## config.mk

```make
export PLATFORM = sky130hd
export DESIGN_NAME = orb_word_reader
export DESIGN_NICKNAME = d
export VERILOG_FILES = /design/src/rtl/orb_pkg.sv /design/src/rtl/orb_bit_timer.sv /design/src/rtl/orb_word_reader.sv
export SDC_FILE = /design/constraint.sdc
export NUM_CORES = 1
export LEC_CHECK = 0
export CELL_PAD_IN_SITES_DETAIL_PLACEMENT = 0
export CELL_PAD_IN_SITES_GLOBAL_PLACEMENT = 1
export CORE_ASPECT_RATIO = 1.2
export CORE_MARGIN = 2
export CORE_UTILIZATION = 27
export DETAILED_ROUTE_END_ITERATION = 6
export HOLD_SLACK_MARGIN = 0.08
export PLACE_DENSITY_LB_ADDON = 0.1
export SLEW_MARGIN = 10
export SYNTH_ARGS = -nofsm -noshare
export SYNTH_HDL_FRONTEND = slang
export SYNTH_SLANG_ARGS = --single-unit
```

## constraint.sdc

```tcl
create_clock -name clk -period 2.01 [get_ports clk]
set_input_delay 0.5025 -clock clk [delete_from_list [all_inputs] [get_ports clk]]
set_output_delay 0.5025 -clock clk [all_outputs]
set_load 0.1 [all_outputs]
```

## src/rtl/orb_pkg.sv

```systemverilog
// Shared definitions for the ORB frame RAM reader/writer pair.
// Holds the word/address widths, the default sync word and the reader FSM encoding.
package orb_pkg;

    localparam int WORD_BITS = 12;
    localparam int ADDR_BITS = 11;
    localparam logic [WORD_BITS-1:0] SYNC_WORD_DEF = 12'hF0F;

    typedef enum logic [2:0] {
        ST_IDLE  = 3'd0,
        ST_FETCH = 3'd1,
        ST_LATCH = 3'd2,
        ST_SHIFT = 3'd3,
        ST_NEXT  = 3'd4
    } orb_state_t;

    function automatic logic [ADDR_BITS-1:0] next_slot(input logic [ADDR_BITS-1:0] slot);
        return slot + 11'd1;
    endfunction

endpackage

```

## src/rtl/orb_bit_timer.sv

```systemverilog
// Serial bit timing: BIT_DIV clocks per bit, 12 bits per word.
// Produces a registered strobe on the first clock of every bit and end-of-bit/word flags.
module orb_bit_timer
    import orb_pkg::*;
#(
    parameter int BIT_DIV = 4
) (
    input  logic clk,
    input  logic rst,
    input  logic i_clr,
    input  logic i_en,
    output logic o_strb,
    output logic o_bit_end,
    output logic o_done
);

    localparam int DIV_W = $clog2(BIT_DIV);
    localparam logic [DIV_W-1:0] DIV_LAST = DIV_W'(BIT_DIV - 1);
    localparam logic [3:0]       BIT_LAST = 4'(WORD_BITS - 1);

    logic [DIV_W-1:0] r_div;
    logic [3:0]       r_bit;
    logic             r_strb;

    assign o_bit_end = (r_div == DIV_LAST);
    assign o_done    = o_bit_end && (r_bit == BIT_LAST);
    assign o_strb    = r_strb;

    // Divider and bit counters; clearing arms the strobe for the first bit of the word.
    always_ff @(posedge clk or posedge rst) begin
        if (rst) begin
            r_div  <= '0;
            r_bit  <= 4'd0;
            r_strb <= 1'b0;
        end else if (i_clr) begin
            r_div  <= '0;
            r_bit  <= 4'd0;
            r_strb <= 1'b1;
        end else if (i_en) begin
            if (o_bit_end) begin
                r_div <= '0;
                if (r_bit == BIT_LAST) begin
                    r_bit  <= 4'd0;
                    r_strb <= 1'b0;
                end else begin
                    r_bit  <= r_bit + 4'd1;
                    r_strb <= 1'b1;
                end
            end else begin
                r_div  <= r_div + DIV_W'(1);
                r_strb <= 1'b0;
            end
        end else begin
            r_strb <= 1'b0;
        end
    end

endmodule

```

## src/rtl/orb_word_reader.sv

```systemverilog
// Reads one frame of 12-bit words from RAM per start edge and serialises it MSB first.
// Slot 0 carries SYNC_WORD instead of RAM address 0; start edges while busy flag an overrun.
module orb_word_reader
    import orb_pkg::*;
#(
    parameter int                   FRAME_WORDS = 2048,
    parameter int                   BIT_DIV     = 4,
    parameter logic [WORD_BITS-1:0] SYNC_WORD   = SYNC_WORD_DEF
) (
    input  logic                 clk,
    input  logic                 rst,
    input  logic                 start,
    input  logic [WORD_BITS-1:0] rdData,
    output logic [ADDR_BITS-1:0] rdAddr,
    output logic                 RE,
    output logic                 serOut,
    output logic                 bitStrb,
    output logic                 frameSync,
    output logic                 busy,
    output logic                 test
);

    localparam logic [ADDR_BITS-1:0] LAST_SLOT = ADDR_BITS'(FRAME_WORDS - 1);

    orb_state_t           r_state;
    logic [1:0]           r_sync;
    logic                 r_sync_d;
    logic [ADDR_BITS-1:0] r_slot;
    logic [WORD_BITS-1:0] r_shift;
    logic [ADDR_BITS-1:0] r_rdaddr;
    logic                 r_re;
    logic                 r_ser;
    logic                 r_fs;
    logic                 r_busy;
    logic                 r_test;

    logic                 w_edge;
    logic                 w_bit_end;
    logic                 w_done;
    logic [WORD_BITS-1:0] w_load;

    assign w_edge = r_sync[1] & ~r_sync_d;
    assign w_load = (r_slot == '0) ? SYNC_WORD : rdData;

    orb_bit_timer #(
        .BIT_DIV (BIT_DIV)
    ) u_timer (
        .clk       (clk),
        .rst       (rst),
        .i_clr     (r_state == ST_LATCH),
        .i_en      (r_state == ST_SHIFT),
        .o_strb    (bitStrb),
        .o_bit_end (w_bit_end),
        .o_done    (w_done)
    );

    // Frame sequencer: synchroniser, slot walk, RAM fetch, word shifter and all registered outputs.
    always_ff @(posedge clk or posedge rst) begin
        if (rst) begin
            r_state  <= ST_IDLE;
            r_sync   <= 2'b00;
            r_sync_d <= 1'b0;
            r_slot   <= '0;
            r_shift  <= '0;
            r_rdaddr <= '0;
            r_re     <= 1'b0;
            r_ser    <= 1'b0;
            r_fs     <= 1'b0;
            r_busy   <= 1'b0;
            r_test   <= 1'b0;
        end else begin
            r_sync   <= {r_sync[0], start};
            r_sync_d <= r_sync[1];
            r_re     <= 1'b0;
            // Any edge outside IDLE is an overrun, including the cycle that returns to IDLE.
            r_test   <= w_edge && (r_state != ST_IDLE);
            case (r_state)
                ST_IDLE: begin
                    if (w_edge) begin
                        r_busy  <= 1'b1;
                        r_slot  <= '0;
                        r_state <= ST_LATCH;
                    end
                end
                ST_FETCH: begin
                    r_state <= ST_LATCH;
                end
                ST_LATCH: begin
                    r_shift <= w_load;
                    r_ser   <= w_load[WORD_BITS-1];
                    r_fs    <= (r_slot == '0);
                    r_state <= ST_SHIFT;
                end
                ST_SHIFT: begin
                    if (w_bit_end) begin
                        if (w_done) begin
                            r_ser   <= 1'b0;
                            r_fs    <= 1'b0;
                            r_state <= ST_NEXT;
                        end else begin
                            r_shift <= {r_shift[WORD_BITS-2:0], 1'b0};
                            r_ser   <= r_shift[WORD_BITS-2];
                        end
                    end
                end
                ST_NEXT: begin
                    if (r_slot == LAST_SLOT) begin
                        r_slot   <= '0;
                        r_rdaddr <= '0;
                        r_busy   <= 1'b0;
                        r_state  <= ST_IDLE;
                    end else begin
                        r_slot   <= next_slot(r_slot);
                        r_rdaddr <= next_slot(r_slot);
                        r_re     <= 1'b1;
                        r_state  <= ST_FETCH;
                    end
                end
                default: begin
                    r_state <= ST_IDLE;
                end
            endcase
        end
    end

    assign rdAddr    = r_rdaddr;
    assign RE        = r_re;
    assign serOut    = r_ser;
    assign frameSync = r_fs;
    assign busy      = r_busy;
    assign test      = r_test;

endmodule

```

==> results of run 1 <==
[through the flow]
step                      power (uW)  hold WS (ns)
after global placement          2310         0.335
after detailed placement        2320         0.335
final                           3040         0.354
after floorplan                 2000         0.331
after global routing            3260         0.368
after CTS                       3090         0.357
[per-layer routing]
layer	routed length, um	track usage	vias up
met5	0	0	-
met3	174	0.0308	2
met2	2720	0.205	22
li1	-	-	939
met1	2680	0.163	892
met4	36	0.0330	0
[timing repair]
item                                    4_1_cts  5_1_grt
hold buffers                                  0        0
gates resized for setup                       0        1
endpoints found under the setup margin        0        1
[cells by family after synthesis]
kind of cell / count (synthesis) / share of synthesized area
compound gates: 67 / 0.188
xor+xnor: 9 / 0.0328
fa+ha+maj: 4 / 0.0208
buf+inv: 22 / 0.0473
flops: 51 / 0.530
simple gates: 88 / 0.181
[sequential cells by signal, summed over array words and instances, names as in the netlist]
name,flops
r_shift,11
test,1
u_timer.o_strb,1
frameSync,1
r_sync,2
rdAddr,11
serOut,1
u_timer.r_div,2
busy,1
u_timer.r_bit,4
r_state,3
r_slot,11
r_sync_d,1
RE,1
[Yosys cell counts (4+ instances only)]
cell      count
inv_1        10
nor2_1       19
nor3_1        7
dfrtp_1      51
nand2_1      36
a21oi_1       4
o21ai_1       5
o22ai_1       8
xnor2_1       7
ha_1          4
clkbuf_1      6
nand3_1       5
o21ai_0      24
a221oi_1      4
a22o_1        4
[report_power, final]
group,internal [uW],switching (uW)
clock,404,348
sequential,1220,139
combinational,380,549
[critical path: stages (launching register included)]
cell and delay, ns:
dfrtp_1 0.43, inv_1 0.07, ha_1 0.15, or4b_4 0.48, o31a_1 0.32, a221oi_1 0.26
nor2_1 0.07
[worst min path at each step]
stage / slack (ns) / endpoint / from
after floorplan: 0.33 / r_sync[1] / r_sync[0]
after global placement: 0.33 / r_sync[1] / r_sync[0]
after detailed placement: 0.33 / r_sync[1] / r_sync[0]
after CTS: 0.36 / r_sync[1] / r_sync[0]
after global routing: 0.37 / r_sync[1] / r_sync[0]
final: 0.35 / r_sync[1] / r_sync[0]
[cell type report]
type,count,area (um2),share of cell area
timing repair buffer,53,633,0.196
clock inverter,2,35.0,0.0108
clock buffer,6,82.6,0.0255
inverter,10,37.5,0.0116
tap,117,146,0.0453
sequential,51,1280,0.395
multi-input combinational,168,1020,0.316
==> results_dict.tcl, run 1 <==
set metrics [dict create \
    drive_above_1_share 0.210 \
    layout_commonest_cell "dfrtp_1" \
    cap_viol_max_count 0 \
    path_class "reg2reg" \
    dpl_worst_slack_ns 0.120 \
    relSlewSlack 0.755 \
    antenna_found_initial 0 \
    synthCells 241 \
    overflow 0 \
    cts_buffers 5 \
    rsz0062_at_grt "no" \
    r2r-start "r_slot[1]" \
    worst_pin_slew_ns 0.365 \
    async_flop_share 1.00 \
    design_area_mm2 0.00323 \
    dp_cells 399 \
    synthTopCellsByArea "dfrtp_1, nand2_1, o21ai_0, nor2_1, xnor2_1" \
    setup_viol 0 \
    final_cells 407 \
    grt_max_degree 52 \
    place.gp.congestion 0.706 \
    wl_per_cell_um 13.8 \
    dr.pass1.iters 4 \
    timing.reg2reg.setup_slack_ns 0.12 \
    hold_viol 0 \
    layout.nets 308 \
    drt_iter0_drc 48 \
    clkTransAtPathRegs_ns 0.10 \
    post-cts-setup-buffers 0 \
    cp_max_fo 5 \
    rr_worst_depth 6 \
    viasPerCell 4.56 \
    syn_to_final_growth_pct 34.4 \
    syn-num-nets 260 \
    fmax_mhz 528 \
    fill_cells 905 \
    synth_top_area_cell "dfrtp_1" \
    cellLeakagePower_uw 0.00142 \
    core_area_mm2 0.00861 \
    start_util 0.279 \
    endpoint "r_shift[6]" \
    die_area_mm2 0.00969 \
    grt_pass1_vias 1957 \
    outcome "complete, no violations" \
    io_pins 32 \
    synth_edf_count 0 \
    antenna_cells 0 \
    avgSynthCellArea_um2 9.98 \
    ys_ff_latch 51 \
    finish.utilization 0.375 \
    hold_path_class "reg2reg" \
    root_buffer "clkbuf_8" \
    htreeDepth 2 \
    row_count 37 \
    required_ns 2.20 \
    clockBufferDepth 2 \
    post-route-period-util 0.942 \
    yosysUniqueCellTypes 44 \
    clock_sink_count 51 \
    timing.final.ws_setup_ns 0.116 \
    power_density_mw_per_mm2 941 \
    clk_latency_ns 0.30 \
    final.min_clock_period_ns 1.89 \
    place_area_mm2 0.00311 \
    crit_path_end_kind "register" \
    whs_path_depth 0 \
    yosysSeqAreaShare 0.530 \
    crit_arrival_ns 2.09 \
    vias 1855 \
    tns_ns 0 \
    track_usage 0.124 \
    post-route-drc-count 0 \
    yosys_warnings 0 \
    synth_top_area_share 0.530 \
    port_buffers 31 \
    tritoncts "yes" \
    peakVddDrop_v 0.000455 \
    r2r-end "r_shift[6]" \
    postRouteAntennaNets 0 \
    critPathLaunchType "register" \
    grt_pass1_wl_um 9750 \
    syn_area_mm2 0.00241 \
    post-dp-hpwl_um 3950 \
    cp-startpoint "r_slot[1]" \
    finalClockSkew_ns 0.00898 \
    slew_viol_final 0 \
    synthFlopType "dfrtp_1" \
    die_x_um 90.2 \
    wl_um 5600 \
    die_h_um 107 \
    layout_common_cells "dfrtp_1, nand2_1, o21ai_0" \
]
No activity file was read; power rests on OpenSTA's default activity.
==> run 2: changes to the inputs <==
--- a/config.mk
+++ b/config.mk
@@ -8,11 +8,12 @@
 export CELL_PAD_IN_SITES_DETAIL_PLACEMENT = 0
 export CELL_PAD_IN_SITES_GLOBAL_PLACEMENT = 1
 export CORE_ASPECT_RATIO = 1.2
-export CORE_MARGIN = 2
+export CORE_MARGIN = 10
 export CORE_UTILIZATION = 27
 export DETAILED_ROUTE_END_ITERATION = 6
 export HOLD_SLACK_MARGIN = 0.08
 export PLACE_DENSITY_LB_ADDON = 0.1
+export RECOVER_POWER = 100
 export SLEW_MARGIN = 10
 export SYNTH_ARGS = -nofsm -noshare
 export SYNTH_HDL_FRONTEND = slang
==> run 2 against run 1 <==
- critical path depth unchanged
- critical endpoint is now r_shift[7]
- clock-buffer cell count unchanged
- cell count decreased by 0.49%
- global-route usage decreased by 2.8 points
- combinational power decreased by 9.6%
- highest routed layer unchanged
- largest cell class unchanged
- worst setup slack got worse by 0.027 ns
- power decreased by 7.9%
- sequential share of layout area increased by 3.9 points
- via count increased by 0.92%
- critical path type unchanged
==> results_dict.tcl, run 2 (same netlist as run 1, synthesis figures left out) <==
set metrics [dict create \
    outcome "complete, no violations" \
    dp_cells 396 \
    slowest_stage "or4b_4" \
    track_usage 0.0964 \
    fill_cells 928 \
    clockBufferDepth 2 \
    seq_area_mm2 0.00128 \
    post-dp-hpwl_um 4250 \
    grt_max_degree 52 \
    relSlewSlack 0.142 \
    vias 1872 \
    die_x_um 106 \
    final_cells 405 \
    crit_arrival_ns 2.12 \
    place.gp.congestion 0.729 \
    grt_pass1_wl_um 10300 \
    hold_path_class "reg2reg" \
    cts_buffers 5 \
    post-route-period-util 0.956 \
    fmax_mhz 521 \
    drt_iter0_drc 60 \
    whs_ns 0.355 \
    drive_above_1_share 0.184 \
    cellLeakagePower_uw 0.00132 \
    final.min_clock_period_ns 1.92 \
    layout.nets 307 \
    finalClockSkew_ns 0.00409 \
    io_pins 32 \
    crit_path_end_kind "register" \
    wl_per_cell_um 14.6 \
    peakVddDrop_v 0.000187 \
    overflow 0 \
    postRouteAntennaNets 0 \
    multi_input_area_mm2 0.00103 \
    cp_cell_sequence "inv_1, ha_1, or4b_4, o31a_1, a221oi_2, nor2_1" \
    htreeDepth 2 \
    root_buffer "clkbuf_8" \
    tns_ns 0 \
    die_h_um 123 \
    clkTransAtPathRegs_ns 0.09 \
    max_stage_delay_ns 0.49 \
    grt_pass1_vias 1981 \
    cap_viol_max_count 0 \
    rsz0062_at_grt "yes" \
    clock_sink_count 51 \
    port_buffers 31 \
    layout_common_cells "dfrtp_1, nand2_1, o21ai_0" \
    core_area_mm2 0.00866 \
    die_area_mm2 0.0131 \
    clk_latency_ns 0.30 \
    syn_to_final_growth_pct 22.2 \
    cp_max_fo 4 \
    finish.utilization 0.340 \
    post-route-drc-count 0 \
    critPathLaunchType "register" \
    dr.pass1.iters 4 \
    tritoncts "yes" \
    viasPerCell 4.62 \
    setup_viol 0 \
    antenna_cells 0 \
    start_util 0.278 \
    row_count 37 \
    required_ns 2.21 \
    worst_pin_slew_ns 1.29 \
    ctsHoldBuffers 0 \
    hold_viol 0 \
    layout_commonest_cell "dfrtp_1" \
    slew_viol_final 0 \
    antenna_found_initial 0 \
    path_class "reg2reg" \
    wl_um 5920 \
    power_density_mw_per_mm2 952 \
]
-- run 2: cell types whose count changed in the layout (fill, tap and decap cells not counted), moves of 3 or more --
| cell | before | now |
|---|---|---|
| clkbuf_1 | 0 | 5 |
| o21ai_1 | 5 | 0 |
| a221oi_2 | 1 | 4 |
| a221oi_1 | 3 | 0 |
| o21ai_0 | 24 | 29 |
| buf_4 | 23 | 15 |
| buf_12 | 16 | 0 |
| clkbuf_2 | 0 | 18 |
-- run 2: per-layer routing --
| layer | track usage | part of all wire | up-vias |
|---|---|---|---|
| met4 | 0.0331 | 0.015 | 0 |
| met1 | 0.117 | 0.47 | 902 |
| met5 | 0 | 0 | - |
| met3 | 0.0271 | 0.037 | 6 |
| met2 | 0.161 | 0.48 | 28 |
| li1 | - | - | 936 |
-- run 2: per-stage QoR --
| stage | instance area [um2] | total power (uW) | setup WS [ns] |
|---|---|---|---|
| CTS | 3170 | 2950 | 0.0962 |
| global placement | 3090 | 2310 | 0.153 |
| detailed placement | 3090 | 2320 | 0.102 |
| floorplan | 2410 | 2000 | 0.217 |
| global route | 2940 | 3020 | -0.0175 |
| finish | 2940 | 2800 | 0.0889 |
-- run 2: layout make-up --
| type | instances | share of cell area |
|---|---|---|
| Clock buffer | 6 | 0.0281 |
| Clock inverter | 1 | 0.00170 |
| Inverter | 10 | 0.0128 |
| Multi-Input combinational cell | 168 | 0.351 |
| Sequential cell | 51 | 0.434 |
| Tap cell | 117 | 0.0498 |
| Timing Repair Buffer | 52 | 0.123 |
-- run 2: path summary, 6_finish.rpt --
kind,slack [ns],depth (start not counted),start,endpoint
min in group asynchronous,0.93,3,rst,r_shift[6]
max reg2reg,0.09,6,r_slot[1],r_shift[7]
max in group asynchronous,0.32,3,rst,u_timer.r_div[1]
max,0.09,6,r_slot[1],r_shift[7]
min reg2reg,0.35,0,r_sync[0],r_sync[1]
min,0.35,0,r_sync[0],r_sync[1]
-- run 2: critical path, delay by kind of cell (launching register included) --
kind	cells	cell delay [ns]
AO/OA/AOI/OAI	2	0.62
AND/OR/NAND/NOR	2	0.56
flip-flops	1	0.41
adder cells (fa/ha/maj)	1	0.16
buffers and inverters	1	0.06
-- run 2: report_power, final --
group / switching [uW] / total [uW] / internal [uW]
Sequential: 133 / 1350 / 1220
Combinational: 550 / 840 / 291
Clock: 334 / 605 / 271
Total: 1020 / 2800 / 1780
-- run 2: what timing repair did --
| action | in CTS | in global routing |
|---|---|---|
| buffers inserted | 0 | 2 |
| endpoints found under the hold margin | 0 | 0 |
| resized for setup | 0 | 4 |
| setup endpoints to repair | 0 | 3 |
